--- src/rtl/op_sequencer_pkg.sv ---
// Shared definitions for the operand sequencer: default sizing and FSM state encoding.
package op_sequencer_pkg;

  localparam int unsigned DEF_W       = 8;
  localparam int unsigned DEF_DEPTH   = 4;
  localparam int unsigned DEF_TIMEOUT = 16;

  typedef enum logic [2:0] {
    ST_IDLE   = 3'd0,
    ST_ARM    = 3'd1,
    ST_LAUNCH = 3'd2,
    ST_WAIT   = 3'd3,
    ST_OUTPUT = 3'd4
  } state_e;

endpackage

--- src/rtl/op_sequencer_fifo.sv ---
// Operand FIFO: DEPTH x W circular buffer. Push is refused when full and pop is
// ignored when empty. Also exposes the next-cycle occupancy so the owner can
// register its ready flag without a combinational path to the port.
module op_sequencer_fifo #(
  parameter int unsigned W     = 8,
  parameter int unsigned DEPTH = 4
) (
  input  logic                     clk,
  input  logic                     RST,
  input  logic                     push_i,
  input  logic                     pop_i,
  input  logic [W-1:0]             data_i,
  output logic [W-1:0]             head_o,
  output logic [$clog2(DEPTH):0]   count_o,
  output logic [$clog2(DEPTH):0]   count_next_o
);

  localparam int unsigned AW = $clog2(DEPTH);
  localparam int unsigned CW = AW + 1;

  logic [W-1:0]  mem_q [DEPTH];
  logic [AW-1:0] wr_ptr_q;
  logic [AW-1:0] rd_ptr_q;
  logic [CW-1:0] count_q;
  logic [CW-1:0] count_d;
  logic          do_push_s;
  logic          do_pop_s;

  // Qualify the handshakes against full/empty and work out the next occupancy.
  always_comb begin
    do_push_s = push_i && (count_q != CW'(DEPTH));
    do_pop_s  = pop_i && (count_q != '0);
    count_d   = count_q;
    case ({do_push_s, do_pop_s})
      2'b10:   count_d = count_q + CW'(1);
      2'b01:   count_d = count_q - CW'(1);
      default: count_d = count_q;
    endcase
  end

  // Storage, pointers (wrap naturally because DEPTH is a power of two) and count.
  always_ff @(posedge clk) begin
    if (RST) begin
      for (int unsigned i = 0; i < DEPTH; i++) begin
        mem_q[i] <= '0;
      end
      wr_ptr_q <= '0;
      rd_ptr_q <= '0;
      count_q  <= '0;
    end else begin
      if (do_push_s) begin
        mem_q[wr_ptr_q] <= data_i;
        wr_ptr_q        <= wr_ptr_q + AW'(1);
      end
      if (do_pop_s) begin
        rd_ptr_q <= rd_ptr_q + AW'(1);
      end
      count_q <= count_d;
    end
  end

  assign head_o       = mem_q[rd_ptr_q];
  assign count_o      = count_q;
  assign count_next_o = count_d;

endmodule

--- src/rtl/op_sequencer.sv ---
// Operand sequencer: queues operands and runs one controller job at a time.
// Each job re-arms the controller (ctl_rst), pulses START, waits for finished
// (bounded by TIMEOUT) and presents the captured result on a valid/ready port.
// The operand stays in the FIFO until its job ends so count includes the job
// in flight. All outputs are registered, decoded from the next state.
module op_sequencer
  import op_sequencer_pkg::*;
#(
  parameter int unsigned W       = DEF_W,
  parameter int unsigned DEPTH   = DEF_DEPTH,
  parameter int unsigned TIMEOUT = DEF_TIMEOUT
) (
  input  logic                   clk,
  input  logic                   RST,
  input  logic                   in_valid,
  output logic                   in_ready,
  input  logic [W-1:0]           in_x,
  output logic                   ctl_rst,
  output logic                   START,
  output logic [W-1:0]           x_out,
  input  logic                   finished,
  input  logic [W-1:0]           result_in,
  output logic                   out_valid,
  input  logic                   out_ready,
  output logic [W-1:0]           result,
  output logic                   timeout_err,
  output logic [$clog2(DEPTH):0] count
);

  localparam int unsigned CW = $clog2(DEPTH) + 1;
  localparam int unsigned TW = (TIMEOUT > 1) ? $clog2(TIMEOUT) : 1;
  localparam logic [TW-1:0] WAIT_LAST = TW'(TIMEOUT - 1);

  state_e        state_q, state_d;
  logic [TW-1:0] wait_cnt_q, wait_cnt_d;
  logic          ctl_rst_q, ctl_rst_d;
  logic          start_q, start_d;
  logic [W-1:0]  x_out_q, x_out_d;
  logic          out_valid_q, out_valid_d;
  logic [W-1:0]  result_q, result_d;
  logic          timeout_err_q, timeout_err_d;
  logic          in_ready_q, in_ready_d;

  logic          push_s;
  logic          pop_s;
  logic [W-1:0]  head_s;
  logic [CW-1:0] count_s;
  logic [CW-1:0] count_next_s;

  assign push_s = in_valid && in_ready_q;

  op_sequencer_fifo #(
    .W     (W),
    .DEPTH (DEPTH)
  ) u_fifo (
    .clk          (clk),
    .RST          (RST),
    .push_i       (push_s),
    .pop_i        (pop_s),
    .data_i       (in_x),
    .head_o       (head_s),
    .count_o      (count_s),
    .count_next_o (count_next_s)
  );

  // Job FSM: next state, wait counter, result capture and sticky timeout flag.
  always_comb begin
    state_d       = state_q;
    wait_cnt_d    = wait_cnt_q;
    result_d      = result_q;
    timeout_err_d = timeout_err_q;
    pop_s         = 1'b0;
    case (state_q)
      ST_IDLE: begin
        if (count_s != '0) begin
          state_d = ST_ARM;
        end else begin
          state_d = ST_IDLE;
        end
      end
      ST_ARM: begin
        state_d = ST_LAUNCH;
      end
      ST_LAUNCH: begin
        wait_cnt_d = '0;
        state_d    = ST_WAIT;
      end
      ST_WAIT: begin
        wait_cnt_d = wait_cnt_q + TW'(1);
        // A finished seen on the last allowed cycle still counts as success.
        if (finished) begin
          result_d = result_in;
          pop_s    = 1'b1;
          state_d  = ST_OUTPUT;
        end else if (wait_cnt_q == WAIT_LAST) begin
          timeout_err_d = 1'b1;
          pop_s         = 1'b1;
          state_d       = ST_IDLE;
        end else begin
          state_d = ST_WAIT;
        end
      end
      ST_OUTPUT: begin
        if (out_ready) begin
          state_d = ST_IDLE;
        end else begin
          state_d = ST_OUTPUT;
        end
      end
      default: begin
        state_d = ST_IDLE;
      end
    endcase
  end

  // Output decode from the next state so every port comes straight from a flop.
  always_comb begin
    ctl_rst_d   = (state_d == ST_ARM);
    start_d     = (state_d == ST_LAUNCH);
    out_valid_d = (state_d == ST_OUTPUT);
    in_ready_d  = (count_next_s < CW'(DEPTH));
    if (state_d == ST_ARM) begin
      x_out_d = head_s;
    end else begin
      x_out_d = x_out_q;
    end
  end

  // State and output registers; reset drops any job and clears every output.
  always_ff @(posedge clk) begin
    if (RST) begin
      state_q       <= ST_IDLE;
      wait_cnt_q    <= '0;
      ctl_rst_q     <= 1'b0;
      start_q       <= 1'b0;
      x_out_q       <= '0;
      out_valid_q   <= 1'b0;
      result_q      <= '0;
      timeout_err_q <= 1'b0;
      in_ready_q    <= 1'b0;
    end else begin
      state_q       <= state_d;
      wait_cnt_q    <= wait_cnt_d;
      ctl_rst_q     <= ctl_rst_d;
      start_q       <= start_d;
      x_out_q       <= x_out_d;
      out_valid_q   <= out_valid_d;
      result_q      <= result_d;
      timeout_err_q <= timeout_err_d;
      in_ready_q    <= in_ready_d;
    end
  end

  assign in_ready    = in_ready_q;
  assign ctl_rst     = ctl_rst_q;
  assign START       = start_q;
  assign x_out       = x_out_q;
  assign out_valid   = out_valid_q;
  assign result      = result_q;
  assign timeout_err = timeout_err_q;
  assign count       = count_s;

endmodule

--- config.mk ---
export PLATFORM = sky130hd
export DESIGN_NAME = op_sequencer
export DESIGN_NICKNAME = d
export VERILOG_FILES = /design/src/rtl/op_sequencer_pkg.sv /design/src/rtl/op_sequencer_fifo.sv /design/src/rtl/op_sequencer.sv
export SDC_FILE = /design/constraint.sdc
export NUM_CORES = 1
export LEC_CHECK = 0
export ABC_AREA = 0
export CAP_MARGIN = 20
export CORE_MARGIN = 2
export CORE_UTILIZATION = 30
export DETAILED_ROUTE_END_ITERATION = 10
export PLACE_DENSITY = 0.55
export REMOVE_ABC_BUFFERS = 1
export SLEW_MARGIN = 20
export SYNTH_ARGS = -nofsm -noshare
export SYNTH_HDL_FRONTEND = slang
export SYNTH_SLANG_ARGS = --single-unit
--- constraint.sdc ---
create_clock -name clk -period 4 [get_ports clk]
set_input_delay 0.8 -clock clk [delete_from_list [all_inputs] [get_ports clk]]
set_output_delay 0.8 -clock clk [all_outputs]
set_load 0.02 [all_outputs]
==> results of run 1 <==
## where the power goes
group	total [mW]	internal, mW	switching, mW
Sequential	0.772	0.748	0.0234
Combinational	0.152	0.0697	0.0826
Clock	0.691	0.419	0.271
Total	1.61	1.24	0.377
## final cells by class
cell class	instances	area share [%]
repair buffers	48	12.49
flip-flops and latches	67	44.10
clock buffers	9	3.288
clock inverters	7	3.288
well taps	133	4.417
multi-input cells	171	32.02
inverters	4	0.3985
## stage by stage
| step | hold slack (ps) | utilization, % | worst slack, ps |
|---|---|---|---|
| 2_1_floorplan | 443.1 | - | 1446 |
| 3_3_place_gp | 433.9 | 36.34 | 940.8 |
| 3_5_place_dp | 436.0 | 36.34 | 887.6 |
| 4_1_cts | 447.6 | 38.90 | 1258 |
| 5_1_grt | 468.0 | 38.90 | 1099 |
| 6_report | 443.8 | 38.90 | 1249 |
## layer usage
layer | part of all wire (%) | wire (microns)
met1 | 47 | 2872
met2 | 47 | 2862
met3 | 5.0 | 307
met4 | 1.2 | 75
met5 | 0 | 0
## cells by family (layout without fill, tap and decap cells)
| kind of cell | count (synthesis) | in the layout |
|---|---|---|
| multiplexers | 11 | 11 |
| buffers and inverters | 19 | 68 |
| flip-flops | 67 | 67 |
| AO/OA/AOI/OAI | 46 | 46 |
| adder cells (fa/ha/maj) | 3 | 3 |
| XOR/XNOR | 2 | 2 |
| AND/OR/NAND/NOR | 109 | 109 |
## sequential cells by signal, indices dropped and copies added (netlist names), named ones only
signal / cells
x_out: 8
wait_cnt_q: 4
state_q: 3
ctl_rst: 1
u_fifo.count_o: 2
START: 1
in_ready: 1
u_fifo.wr_ptr_q: 2
u_fifo.rd_ptr_q: 2
result: 8
timeout_err: 1
out_valid: 1
u_fifo.mem_q: 32
## cell usage in the layout (no fill, tap or decap), drive strengths merged, types with 6 or more instances in the layout
master         netlist  routed
nor2                10      10
clkdlybuf4s50        0      44
inv                  4       6
mux4                 8       8
a21oi               26      26
nor3                 6       6
clkbuf               5       9
nand2               20      20
o21ai               14      14
edfxtp              32      32
nand3               11      11
dfxtp               35      35
and2                33      33
## worst min-delay path: cells and delay by family, from the launching register on
kind,cells,cell delay [ps]
flops,1,310
buf+inv,1,50
compound gates,1,50
## how the worst max path moves through the flow
stage,cells after the start,end,slack (ps)
after floorplan,7,in_ready,1450
after global placement,8,in_ready,940
after detailed placement,8,in_ready,890
after CTS,8,in_ready,1260
after global routing,8,in_ready,1100
final,8,in_ready,1250
==> flow_results.org, run 1 <==
** Status
- The flow ran to the end, and the final reports show no timing, DRC or antenna violations.

** Layout
- For this run, the number of standard cells in the final layout without fillers is 439.
- The post-route netlist has 15.36% of its cells at a drive strength greater than 1.
- Area of the multi-input gates :: 1206 sq um
- Diodes inserted :: 0
- Reg area :: 1662 sq um
- Count of fill cells added during filler insertion :: 944
- Finished layout cell area :: 3767 sq um
- Layout net count :: 325
- Area added between synthesis and finish :: 26.83%

** Worst setup path
- The largest single stage delay on the critical path is 480 ps.
- In this run the worst path has a maximum fanout of 6.
- The worst setup path is captured at a flop.
- Class of the most critical setup path :: in -> reg
- Reg-to-reg endpoint :: in_ready
- Counting cells, the worst reg-to-reg path comes to 8.
- Critical R2R Launch :: wait_cnt_q[0]
- Setup slack of the most critical reg-to-reg path :: 1580 ps
- Critical Path, Cell by Cell :: clkdlybuf4s50_1 > a31oi_2 > nor3_1 > ha_1 > fa_1 > xnor2_1 > or3_1 > and3b_1
- Start point of the critical path :: finished
- Startpoint types :: primary input
- Cell type of the slowest stage on the worst timing path :: sky130_fd_sc_hd__clkdlybuf4s50_1
- At the worst endpoint, the required time is 4230 ps.
- CP Data Arrival Time :: 2990 ps
- WP buf/inv :: 1
- In this design, the largest share of critical-path delay is due to adder cells.

** Yosys
- During synthesis, Yosys emitted a total of 0 warnings.
- Share of Yosys cell area claimed by the top area cell type :: 32.35%
- Summing the areas of all xor and xnor instances in the mapped netlist gives 0.5897% of the synthesized area.
- Compound-gate portion of the synthesized area :: 8.635%
- For this run, the leading register cell type out of synthesis is sky130_fd_sc_hd__dfxtp_1.
- After synthesis, the mean cell area works out to 11.56 sq um.
- Mux share of post-synthesis cell area :: 7.119%
- Yosys mapped a number of flops with a built-in enable equal to 32.
- Adder-Cell Fraction of Synth Area :: 1.516%
- The cell count after synthesis came out at 257.
- After synthesis, the largest family of logic cells by area is simple AND/OR/NAND/NOR gates.
- After synthesis the netlist holds a flip-flop and latch count of 67.
- Summing the areas of all and, or, nand and nor instances in the mapped netlist gives 22.75% of the synthesized area.
- After synthesis, the most frequently instantiated cells are sky130_fd_sc_hd__dfxtp_1 (35), sky130_fd_sc_hd__edfxtp_1 (32), sky130_fd_sc_hd__a21oi_1 (26).
- By area the synthesized netlist is led by sky130_fd_sc_hd__edfxtp_1 (32%), sky130_fd_sc_hd__dfxtp_1 (24%), sky130_fd_sc_hd__mux4_2 (6.1%).
- The largest total area in the synthesized netlist belongs to sky130_fd_sc_hd__edfxtp_1.
- Fraction of synthesis flops using an asynchronous set or reset pin :: 0%
- Of the synthesized area, sequential elements account for 55.94%.
- Among all cell types in the netlist, the one instantiated most often is sky130_fd_sc_hd__dfxtp_1.
- Distinct cell type count after synthesis :: 45
- In this run the cell area of the synthesized design comes to 2970 sq um.

** GRT
- First-pass GRT wire length :: 10.18 mm
- The number of global-route vias before repair is 1984.
- In the global route stage, met1 resource usage came out at 14.60%.
- Met3 routing resource usage after global routing :: 4.216%
- For this run the aggregate overflow at the end of global routing stands at 0.
- Entering global routing, the biggest net connects 43 pins.
- The global routing stage identified its most utilized layer as met2.
- Antenna violations before repair :: 0
- Global routing consumed, on the met2 layer, 20.10% of the routing resources.
- Global routing used 12.03% of the available tracks.

** Detailed routing
- The final route contains 2004 vias.
- Routed WL per cell :: 13.93 microns
- Total Routed Length :: 6.117 mm
- For this block, the initial DRC count from the detailed router was 40.
- Avg Vias per Cell :: 4.565
- ANT nets after route :: 0
- Before antenna repair, the detailed router went through 5 iterations.
- In the routed design, unresolved DRC markers number 0.

** Clock tree
- Cells resized by post-CTS repair :: 0
- Number of hold buffers added after cts :: 0
- Clock latency on the worst-skew pair, taken at its later pin, is 350 ps.
- Num Clock Sinks :: 67
- Post-CTS timing repair inserted 0 buffers for setup.
- Count of H-tree levels built during CTS :: 3
- CTS placed an instance of sky130_fd_sc_hd__clkbuf_8 at the clock tree root.
- Clock tree from TritonCTS :: yes
- Clock Pin Slew Worst Setup and Hold Paths :: 70 ps
- In this run, CTS created clock tree buffers numbering 9.
- Counting along the longest clock path gives a buffer depth of 2.

** STA
- Final Hold Vio Count :: 0
- Relative slew margins :: 49.82%
- For the pin with the worst max-slew slack, the measured transition is 746.5 ps.
- Final Cycle Share :: 68.78%
- Derived from the worst setup path, the maximum achievable clock frequency is 0.3635 GHz.
- Aggregate negative setup slack :: 0 ps
- Setup repair after global routing left no endpoint under its margin.
- Setup violations remaining at the end of the flow were counted as 0.
- Number of pins with negative max-slew slack in the final report :: 0
- Between clock sinks in the finished design, the worst skew comes to 10.86 ps.
- Time the worst path needs with I/O delays and setup :: 2751 ps

** Place
- Cell count after placement :: 423
- Detail Placement HPWL :: 4.153 mm
- At the end of routability-driven placement, the weighted congestion stood at 0.7207.
- Area of placed instances :: 3520 sq um
- Port-buffer cells :: 44

** Die
- Initial Util :: 30.67%
- The die is 103.5 microns tall.
- # rows :: 36
- Die width :: 103.5 microns
- The floorplan step defined a die boundary enclosing 10710 sq um.
- Area inside the core boundary :: 9684 sq um
- For this design the top-level I/O count stands at 45.

** Pwr
- In this run the static leakage power is 1.326 nW.
- Power spread over the standard cell area amounts to 428.6 nW/um^2.
- Worst vdd rail ir drop :: 0.0002001 V
- The design draws 1.615 mW.

** Min path
- Worst-case hold path end point :: timeout_err
- Along the worst hold path, the cell count comes to 2.
- Worst hold path startpoint :: timeout_err
- Worst min path class :: reg -> reg

** Run
- Across the run, the number of max-cap violations was 0.
Note: power is estimated with default switching activity, not from simulation.
==> run 2, diff against run 1 <==
==> constraint.sdc (replaced) <==
create_clock -name clk -period 2.7 [get_ports clk]
set_input_delay 0.54 -clock clk [delete_from_list [all_inputs] [get_ports clk]]
set_output_delay 0.54 -clock clk [all_outputs]
set_load 0.02 [all_outputs]
==> run 2 against run 1 <==
Compared with the run above:
- clock-buffer cell count stayed put
- die area did not move
- core utilization grew 0.39 points
- sequential share of layout area decreased by 0.44 points
- worst setup slack got worse by 850 ps
==> flow_results.org, run 2 (same netlist as run 1, synthesis figures left out) <==
** Detailed routing
- The starting DRC count in detailed routing is 65 (+63%).
- The total via count after detailed routing came to 2021 (+0.85%).
- The aggregate routed wire length was 6.057 mm (-0.98%).
- The first-pass iteration count of the detailed router was 4 (-1).
- The detail-routed net length per standard cell was 13.64 microns (-2.1%).
- Remaining routing DRC violations :: 0 (unchanged)
- Avg Vias per Cell :: 4.552 (-0.29%)
- The residual antenna-violating net count after detailed routing was 0 (unchanged).

** Clock tree
- The maximum root-to-sink buffer count came to 2 (unchanged).
- Clock Pin Slew Worst Setup and Hold Paths :: 80 ps (about the same)
- Setup Buffers After CTS :: 0 (unchanged)
- TritonCTS built the clock tree.
- The number of gates resized after CTS came to 0 (unchanged).
- Number of hold buffers added after cts :: 0 (unchanged)
- The number of sinks handled by clock tree synthesis came to 67 (unchanged).
- CTS Root Buffer Type :: sky130_fd_sc_hd__clkbuf_8
- The clock insertion delay at the later pin of the skew report is 340 ps (about the same).
- The total clock buffers created by CTS came to 9 (unchanged).
- The number of H-tree levels is 3 (unchanged).

** Pwr
- The worst voltage drop across the vdd grid came to 0.0002971 V (+48%).
- Cell Pwr Density :: 630.5 nW/um^2 (+47%)
- The overall power after layout came to 2.399 mW (+49%).
- Pleak :: 1.350 nW (+1.8%)

** GRT
- The number of antenna violations at the first check in global routing came to 0 (unchanged).
- The sum of overflow across all layers after global routing came to 0 (unchanged).
- The first-pass GRT wire length was 10.18 mm (about the same).
- The maximum number of pins on one net before global-route repair came to 24 (-44%).
- The global-route usage over all layers was 12.05% (+0.022 points).
- The number of global-route vias before repair was 1977 (-0.35%).

** Layout
- The final core area utilization came to 39.29% (+0.39 points).
- Area added between synthesis and finish :: 28.10%
- The number of flip-flops under the largest register name was 32 (unchanged).
- The total inserted antenna cells was 0 (unchanged).
- Reg area :: 1662 sq um (unchanged)
- Layout net count :: 330 (+1.5%)
- The layout cell share with drive strength beyond 1 is 16.72% (+1.4 points).
- Most common cell after layout, fill and taps aside :: sky130_fd_sc_hd__clkdlybuf4s50_1
- Largest register by flop count :: u_fifo.mem_q
- Most frequent cells in the layout :: sky130_fd_sc_hd__clkdlybuf4s50_1 (44), sky130_fd_sc_hd__dfxtp_1 (35), sky130_fd_sc_hd__edfxtp_1 (32)
- Count of fill cells added during filler insertion :: 954 (+1.1%)
- Area of the multi-input gates :: 1206 sq um (unchanged)

** Die
- The number of cell rows was 36 (unchanged).
- The I/O pin count was 45 (unchanged).
- Die H :: 103.5 microns (unchanged)
- The die width was 103.5 microns (unchanged).
- Die Outline Area :: 10710 sq um (unchanged)
- The initial cell density of the core came to 30.67% (unchanged).
- The core footprint is 9684 sq um (unchanged).

** Worst setup path
- Critical path capture point type :: flop
- Critical Path, Cell by Cell :: clkdlybuf4s50_1 > nand2_1 > nor2_1 > inv_1 > ha_1 > fa_1 > xnor2_1 > or3_1 > and3b_1
- Class of the most critical setup path :: in -> reg
- Cell family with most CP delay :: simple AND/OR/NAND/NOR gates
- The critical path data arrival time was 2530 ps (-460 ps).
- The maximum fanout encountered on the critical timing path was 2 (-4).
- The data required time of the critical path is 2930 ps (-1300 ps).
- The worst setup path is launched from a primary input.
- Cell type of the slowest stage on the worst timing path :: sky130_fd_sc_hd__clkdlybuf4s50_1
- CP max stage delay :: 470 ps (about the same)
- The register-to-register path setup slack came to 430 ps (-1150 ps).
- The buffer and inverter count on the worst path was 2 (+1).

** STA
- The clock period could shrink to 2298 ps.
- Aggregate negative setup slack :: 0 ps (unchanged)
- The final critical path takes up 85.13% of the cycle.
- Final Hold Vio Count :: 0 (unchanged)
- The worst slew slack as a fraction of its limit was 40.81% (-9.0 points).
- Setup repair after global routing left no endpoint under its margin.
- Final Skew :: 9.923 ps (-0.9367 ps)
- Number of pins with negative max-slew slack in the final report :: 0 (unchanged)
- The worst slack on hold paths is 447.9 ps (+4.068 ps).
- The count of endpoints failing setup in the final report is 0 (unchanged).
- Actual slew at the worst max-slew pin :: 881.1 ps (+134.6 ps)
- Derived from the worst setup path, the maximum achievable clock frequency is 0.4351 GHz.

** Run
- Maximum Capacitance Violations :: 0 (unchanged)

** Place
- The number of buffer cells added on primary ports is 44 (unchanged).
- The last weighted congestion value of the routability-driven placer is 0.7477 (+3.7%).
- The HPWL after detailed placement is 4.087 mm (-1.6%).

** Min path
- Worst min path class :: reg -> reg

** Status
- Status :: complete, no violations
==> run 2: cell types whose count changed in the layout (fill, tap and decap cells not counted), sizes merged <==
cell	before	now
buf	4	9
==> run 2: routing by layer <==
| layer | vias up | track usage, % | routed length [microns] |
|---|---|---|---|
| met5 | - | 0 | 0 |
| met4 | 0 | 4.151 | 63 |
| met3 | 6 | 4.028 | 285 |
| met2 | 50 | 19.35 | 2806 |
| met1 | 941 | 15.27 | 2901 |
| li1 | 1024 | - | - |
==> run 2: path summary, 6_finish.rpt <==
| kind | end | startpoint | depth (start not counted) |
|---|---|---|---|
| max | in_ready | in_valid | 9 |
| min | timeout_err | timeout_err | 2 |
| max reg2reg | in_ready | wait_cnt_q[0] | 8 |
| min reg2reg | timeout_err | timeout_err | 2 |
==> run 2: cell type report <==
type | count | area share [%]
repair buffers | 53 | 13.35
clock inverters | 7 | 3.256
inverters | 4 | 0.3946
clock buffers | 9 | 3.256
multi-input cells | 171 | 31.70
flip-flops and latches | 67 | 43.67
well taps | 133 | 4.374
==> run 2: report_power, final <==
part,internal (mW),switching (mW)
Combinational,0.107,0.124
Clock,0.621,0.404
Sequential,1.11,0.0338
==> run 2: tightest hold or removal path, cell delays in order, from the launching register on <==
cell,delay (ps)
sky130_fd_sc_hd__dfxtp_1,310
sky130_fd_sc_hd__inv_1,50
sky130_fd_sc_hd__a21oi_1,50
==> run 2: stage by stage <==
step	setup slack, ps	instances	area, sq um
after floorplan	146.3	242	2883
after global placement	52.08	428	3557
after detailed placement	66.94	428	3557
after CTS	408.5	444	3805
after global routing	279.8	444	3805
final	401.5	444	3805
==> run 3, diff against run 2 <==
--- a/config.mk
+++ b/config.mk
@@ -10,6 +10,8 @@
 export CORE_MARGIN = 2
 export CORE_UTILIZATION = 30
 export DETAILED_ROUTE_END_ITERATION = 10
+export HOLD_SLACK_MARGIN = 0.05
+export MAX_ROUTING_LAYER = met4
 export PLACE_DENSITY = 0.55
 export REMOVE_ABC_BUFFERS = 1
 export SLEW_MARGIN = 20
==> run 3 against run 2 <==
Compared with the run above:
- clock-buffer cell count is the same
- global-route usage up 0.32 points
- critical endpoint unchanged
- core utilization did not move
- combinational power barely moved
==> flow_results.org, run 3 (same netlist as run 1, synthesis figures left out) <==
** Worst setup path
- Data required time at the worst endpoint :: 2940 ps (about the same)
- Critical R2R Launch :: wait_cnt_q[0]
- CP Max Fanout :: 2 (unchanged)
- The buffer and inverter count on the worst path was 2 (unchanged).
- Tracing the worst setup path back leads to its startpoint at in_valid.
- The slowest stage of the critical path belongs to the cell sky130_fd_sc_hd__clkdlybuf4s50_1.
- Class of the most critical setup path :: in -> reg
- Critical Path, Cell by Cell :: clkdlybuf4s50_1 > nand2_1 > nor2_1 > inv_1 > ha_1 > fa_1 > xnor2_1 > or3_1 > and3b_1
- STA classifies the critical path startpoint as a primary input.
- The worst stage delay on the critical path is 470 ps (about the same).
- Cell family with most CP delay :: simple AND/OR/NAND/NOR gates
- Critical path capture point type :: flop
- CP Data Arrival Time :: 2530 ps (about the same)

** Pwr
- The power per cell area was 631.0 nW/um^2 (about the same).
- The overall power after layout was 2.401 mW (about the same).
- The leakage power figure was 1.350 nW (unchanged).
- The worst voltage drop across the vdd grid was 0.0002946 V (-0.84%).

** Place
- Detail Placement HPWL :: 4.087 mm (unchanged)
- The last weighted congestion value of the routability-driven placer is 0.7572 (+1.3%).
- The number of buffer cells added on primary ports is 44 (unchanged).

** Layout
- In the layout the commonest cells are sky130_fd_sc_hd__clkdlybuf4s50_1 (44), sky130_fd_sc_hd__dfxtp_1 (35), sky130_fd_sc_hd__edfxtp_1 (32).
- The number of inserted filler cells in the final layout was 954 (unchanged).
- Fraction of layout instances using a drive strength above 1 :: 16.72% (unchanged)
- The synthesis-to-finish area growth came to 28.10% (unchanged).
- Ranked by flip-flop count, first place goes to u_fifo.mem_q.
- Most common cell after layout, fill and taps aside :: sky130_fd_sc_hd__clkdlybuf4s50_1
- The total inserted antenna cells was 0 (unchanged).
- Layout net count :: 330 (unchanged)
- The number of flip-flops under the largest register name came to 32 (unchanged).

** Clock tree
- Setup Buffers After CTS :: 0 (unchanged)
- The maximum root-to-sink buffer count is 2 (unchanged).
- The register clock-pin slew on the reported worst setup and hold paths was 80 ps (about the same).
- The clock insertion delay at the later pin of the skew report came to 340 ps (about the same).
- Cells resized by post-CTS repair :: 0 (unchanged)
- TritonCTS built the clock tree.
- The total clock buffers created by CTS is 9 (unchanged).
- Count of H-tree levels built during CTS :: 3 (unchanged)
- Num Clock Sinks :: 67 (unchanged)
- Number of hold buffers added after cts :: 0 (unchanged)
- The tree is rooted in a sky130_fd_sc_hd__clkbuf_8.

** STA
- The worst clock skew on the final layout is 9.780 ps (-0.1432 ps).
- The count of endpoints failing setup in the final report is 0 (unchanged).
- The part of the cycle the worst path needs is 84.96% (-0.17 points).
- Actual slew at the worst max-slew pin :: 888.9 ps (+7.742 ps)
- Setup repair after global routing left no endpoint under its margin.
- The total count of hold-check failures in the final report came to 0 (unchanged).
- The final critical delay including setup and external delays is 2294 ps (-4.686 ps).
- The setup TNS came to 0 ps (unchanged).
- The final-report max-slew violation count was 0 (unchanged).
- Maximum clock frequency :: 0.4360 GHz (+0.20%)
- Relative slew margins :: 40.29% (-0.52 points)

** Run
- Maximum Capacitance Violations :: 0 (unchanged)

** Die
- The number of cell rows is 36 (unchanged).
- Die H :: 103.5 microns (unchanged)
- The core footprint was 9684 sq um (unchanged).
- Number of primary I/O pins :: 45 (unchanged)
- The initial cell density of the core is 30.67% (unchanged).
- Die Outline Area :: 10710 sq um (unchanged)
- Die width :: 103.5 microns (unchanged)

** GRT
- The number of antenna violations at the first check in global routing is 0 (unchanged).
- The sum of overflow across all layers after global routing came to 0 (unchanged).
- Via count of the first global-routing pass :: 1978 (+0.051%)
- The first-pass GRT wire length was 10.15 mm (-0.28%).
- The maximum number of pins on one net before global-route repair was 24 (unchanged).
- The global-route usage over all layers came to 12.37% (+0.32 points).

** Detailed routing
- The detailed-route vias per instance is 4.545 (-0.15%).
- The detail-routed net length per standard cell came to 13.64 microns (about the same).
- Total Routed Length :: 6.056 mm (about the same)
- 1st-pass router iterations :: 4 (unchanged)
- Total routed wire length on the met1 layer :: 2.900 mm (about the same)
- Remaining routing DRC violations :: 0 (unchanged)
- The length of routed met3 wiring came to 279 microns (-2.1%).
- The total via count after detailed routing was 2018 (-0.15%).
- After detailed routing, no signal wire sits above met4.
- DR iter-0 viols :: 63 (-3.1%)
- ANT nets after route :: 0 (unchanged)
- Routed length on met2 :: 2.820 mm (+0.50%)

** Status
- Status :: complete, no violations

** Min path
- Worst min path class :: reg -> reg
- The worst hold path begins at timeout_err.
-- run 3: per-stage QoR --
step	instances	setup slack, ps	hold WS, ps	util, %	instance area, sq um
after floorplan	242	146.3	443.1	-	2883
after global placement	428	52.08	432.6	36.73	3557
after detailed placement	428	66.94	440.3	36.73	3557
after CTS	444	408.5	452.3	39.29	3805
after global routing	444	279.0	470.6	39.29	3805
final	444	406.2	447.9	39.29	3805
-- run 3: cell type report --
class	count	area, sq um	share of cell area (%)
multi-input combinational	171	1206	31.70
tap	133	166.4	4.374
clock inverter	7	123.9	3.256
inverter	4	15.01	0.3946
timing repair buffer	53	508.0	13.35
sequential	67	1662	43.67
clock buffer	9	123.9	3.256
-- run 3: final timing paths --
kind	end	slack, ps	depth (start not counted)
setup / recovery	in_ready	410	9
setup reg to reg	in_ready	430	8
hold / removal	timeout_err	450	2
hold reg to reg	timeout_err	450	2
-- run 3: layer usage --
metal / track usage [%] / vias up
met4: 4.440 / 0
met2: 19.39 / 49
met5: - / -
met3: 3.839 / 7
li1: - / 1023
met1: 15.15 / 939
-- run 3: tightest hold or removal path, delay by kind of cell (launching register included) --
| kind | cells | cell delay [ps] |
|---|---|---|
| AOI/OAI and AO/OA | 1 | 50 |
| buffers and inverters | 1 | 50 |
| DFF | 1 | 310 |
-- run 3: power by group --
part / switching, mW / leakage [nW] / internal (mW)
sequential: 0.0338 / 0.615 / 1.11
clock: 0.406 / 0.120 / 0.621
combinational: 0.124 / 0.614 / 0.107
total: 0.564 / 1.35 / 1.84
==> RTL change, RTL diff (flow settings as in run 3) <==
`DEF_TIMEOUT`: 16 -> 8.
--- a/src/rtl/op_sequencer_pkg.sv
+++ b/src/rtl/op_sequencer_pkg.sv
@@ -4,5 +4,5 @@
   localparam int unsigned DEF_W       = 8;
   localparam int unsigned DEF_DEPTH   = 4;
-  localparam int unsigned DEF_TIMEOUT = 16;
+  localparam int unsigned DEF_TIMEOUT = 8;
 
   typedef enum logic [2:0] {
Check against the original RTL: no difference found for any inputs over 10 cycles, from zero or initial values and one cycle with RST high; that may be too few to reach the edited logic, so the function may still have changed.
==> RTL change against run 3 <==
Wire length down 1.3%; register-to-register slack got worse by 0.13 ns; worst setup slack worse by 0.11 ns; sequential cell count fell by 1; power shrank 12%; die area fell by 3.3%; critical path type is now flop to flop; clock power decreased by 24%; design area down 4.6%; critical endpoint unchanged; area after synthesis down 3.4%; hold slack better by 0.0082 ns.
==> RTL change: results (changes against run 3) <==
- Outcome: completed
- R2R cell count: 9 (+1)
- The number of buffer cells added on primary ports came to 44 (unchanged).
- The path with the worst hold slack has its endpoint at result[6]$_SDFFE_PP0P_.
- Leading cell types by total area after synthesis: sky130_fd_sc_hd__edfxtp_1 (33%), sky130_fd_sc_hd__dfxtp_1 (24%), sky130_fd_sc_hd__and2_1 (7.2%)
- Broken down by cell family, the worst path's largest delay share belongs to adder cells.
- The detailed-routed wire length on met3 is 166 microns (-41%).
- Peak supply drop: 0.2342 mV (-20%)
- The detailed placer's ending HPWL is 4174 microns (+2.1%).
- Final-layout fill cell count: 900 (-5.7%)
* First element of the critical path: wait_cnt_q[0]$_SDFFE_PP0P_
- Fraction of synthesized cell area in xor and xnor cells: 0.006106 (+0.0002083)
- Number of violations reported at the end of detailed-routing iteration 0: 80 (+27%)
* Seq/Total Area, Yosys: 0.5722 (+0.01278)
* Top cells by count, synth: sky130_fd_sc_hd__dfxtp_1 (34), sky130_fd_sc_hd__and2_1 (33), sky130_fd_sc_hd__edfxtp_1 (32)
* Largest net degree at the start of global routing: 28 (+17%)
- Routability-driven placement congestion ratio: 0.7002 (-7.5%)
- The detailed route wirelength on metal2 was 2889 microns (+2.4%).
- The number of flip-flops under the largest register name was 32 (unchanged).
* Global router's overall resource usage: 0.1272 (+0.003483)
- The worst-case register-to-register setup slack came to 0.30 ns (-0.13 ns).
- Layout cell share with drive strength beyond 1: 0.1271 (-0.04011)
- The slowest stage of the critical path belongs to the cell sky130_fd_sc_hd__fa_1.
- Transition at the pin with the smallest max-transition slack: 0.8409 ns (-0.04796 ns)
* Total wirelength of the detailed-routed design: 5975 microns (-1.3%)
- Startpoint of the tightest hold check path: result[6]$_SDFFE_PP0P_
* Leakage power summed over all cells: 1.302 nW (-3.6%)
- First-pass GRT wire length: 9528 microns (-6.1%)
- The largest fanout of any net on the critical path was 4 (+2).
- Vias per std cell: 4.540 (-0.12%)
* Net switching power figure: 0.0005048 W (-10%)
- The post-synthesis cell type count is 47 (+4.4%).
- Via count of the first global-routing pass: 1889 (-4.5%)
- The fraction of synthesized area in multiplexers is 0.07370 (+0.002515).
- The met1 wire length was 2804 microns (-3.3%).
- Post-synthesis compound-gate area fraction: 0.08461 (-0.001747)
* Multi-input logic area: 1131 sq um (-6.2%)
* Worst setup timing slack at the placement stage: 0.06776 ns (+0.0008247 ns)
==> RTL change: final cells by class <==
| class | instances | area share |
|---|---|---|
| sequential | 66 | 0.4524 |
| multi-input combinational | 161 | 0.3117 |
| timing repair buffer | 52 | 0.1379 |
| tap | 129 | 0.04448 |
| clock buffer | 12 | 0.03724 |
| clock inverter | 4 | 0.01207 |
| inverter | 4 | 0.004138 |
==> RTL change: stage by stage <==
step / std cells / cell area, sq um / hold slack [ns]
after floorplan: 231 / 2788 / 0.4295
after global placement: 412 / 3450 / 0.4429
after detailed placement: 412 / 3450 / 0.4479
after CTS: 428 / 3628 / 0.4576
after global routing: 428 / 3628 / 0.4848
final: 428 / 3628 / 0.4561
==> RTL change: power groups by stage <==
stage / Sequential [W] / Combinational (W) / Clock (W)
6_report: 0.00113 / 0.000219 / 0.000779
5_1_grt: 0.00113 / 0.000238 / 0.000846
4_1_cts: 0.00113 / 0.000221 / 0.000803
3_5_place_dp: 0.00115 / 0.000220 / 0
3_3_place_gp: 0.00115 / 0.000220 / 0
2_1_floorplan: 0.00116 / 0.0000941 / 0
==> RTL change: worst min-delay path: stages, from the launching register on <==
cell                      delay, ns
sky130_fd_sc_hd__dfxtp_1       0.31
sky130_fd_sc_hd__nand2_1       0.05
sky130_fd_sc_hd__a21oi_1       0.05
==> RTL change: cell families after synthesis <==
family	after synthesis
AND/OR/NAND/NOR	101
XOR/XNOR	2
buffers and inverters	18
multiplexers	11
AO/OA/AOI/OAI	43
adder cells (fa/ha/maj)	4
flip-flops	66
==> RTL change: routing by layer <==
metal | vias to the layer above | track usage
li1 | 983 | -
met1 | 918 | 0.1637
met2 | 33 | 0.1888
met3 | 9 | 0.02208
met4 | 0 | 0.07173
met5 | - | -
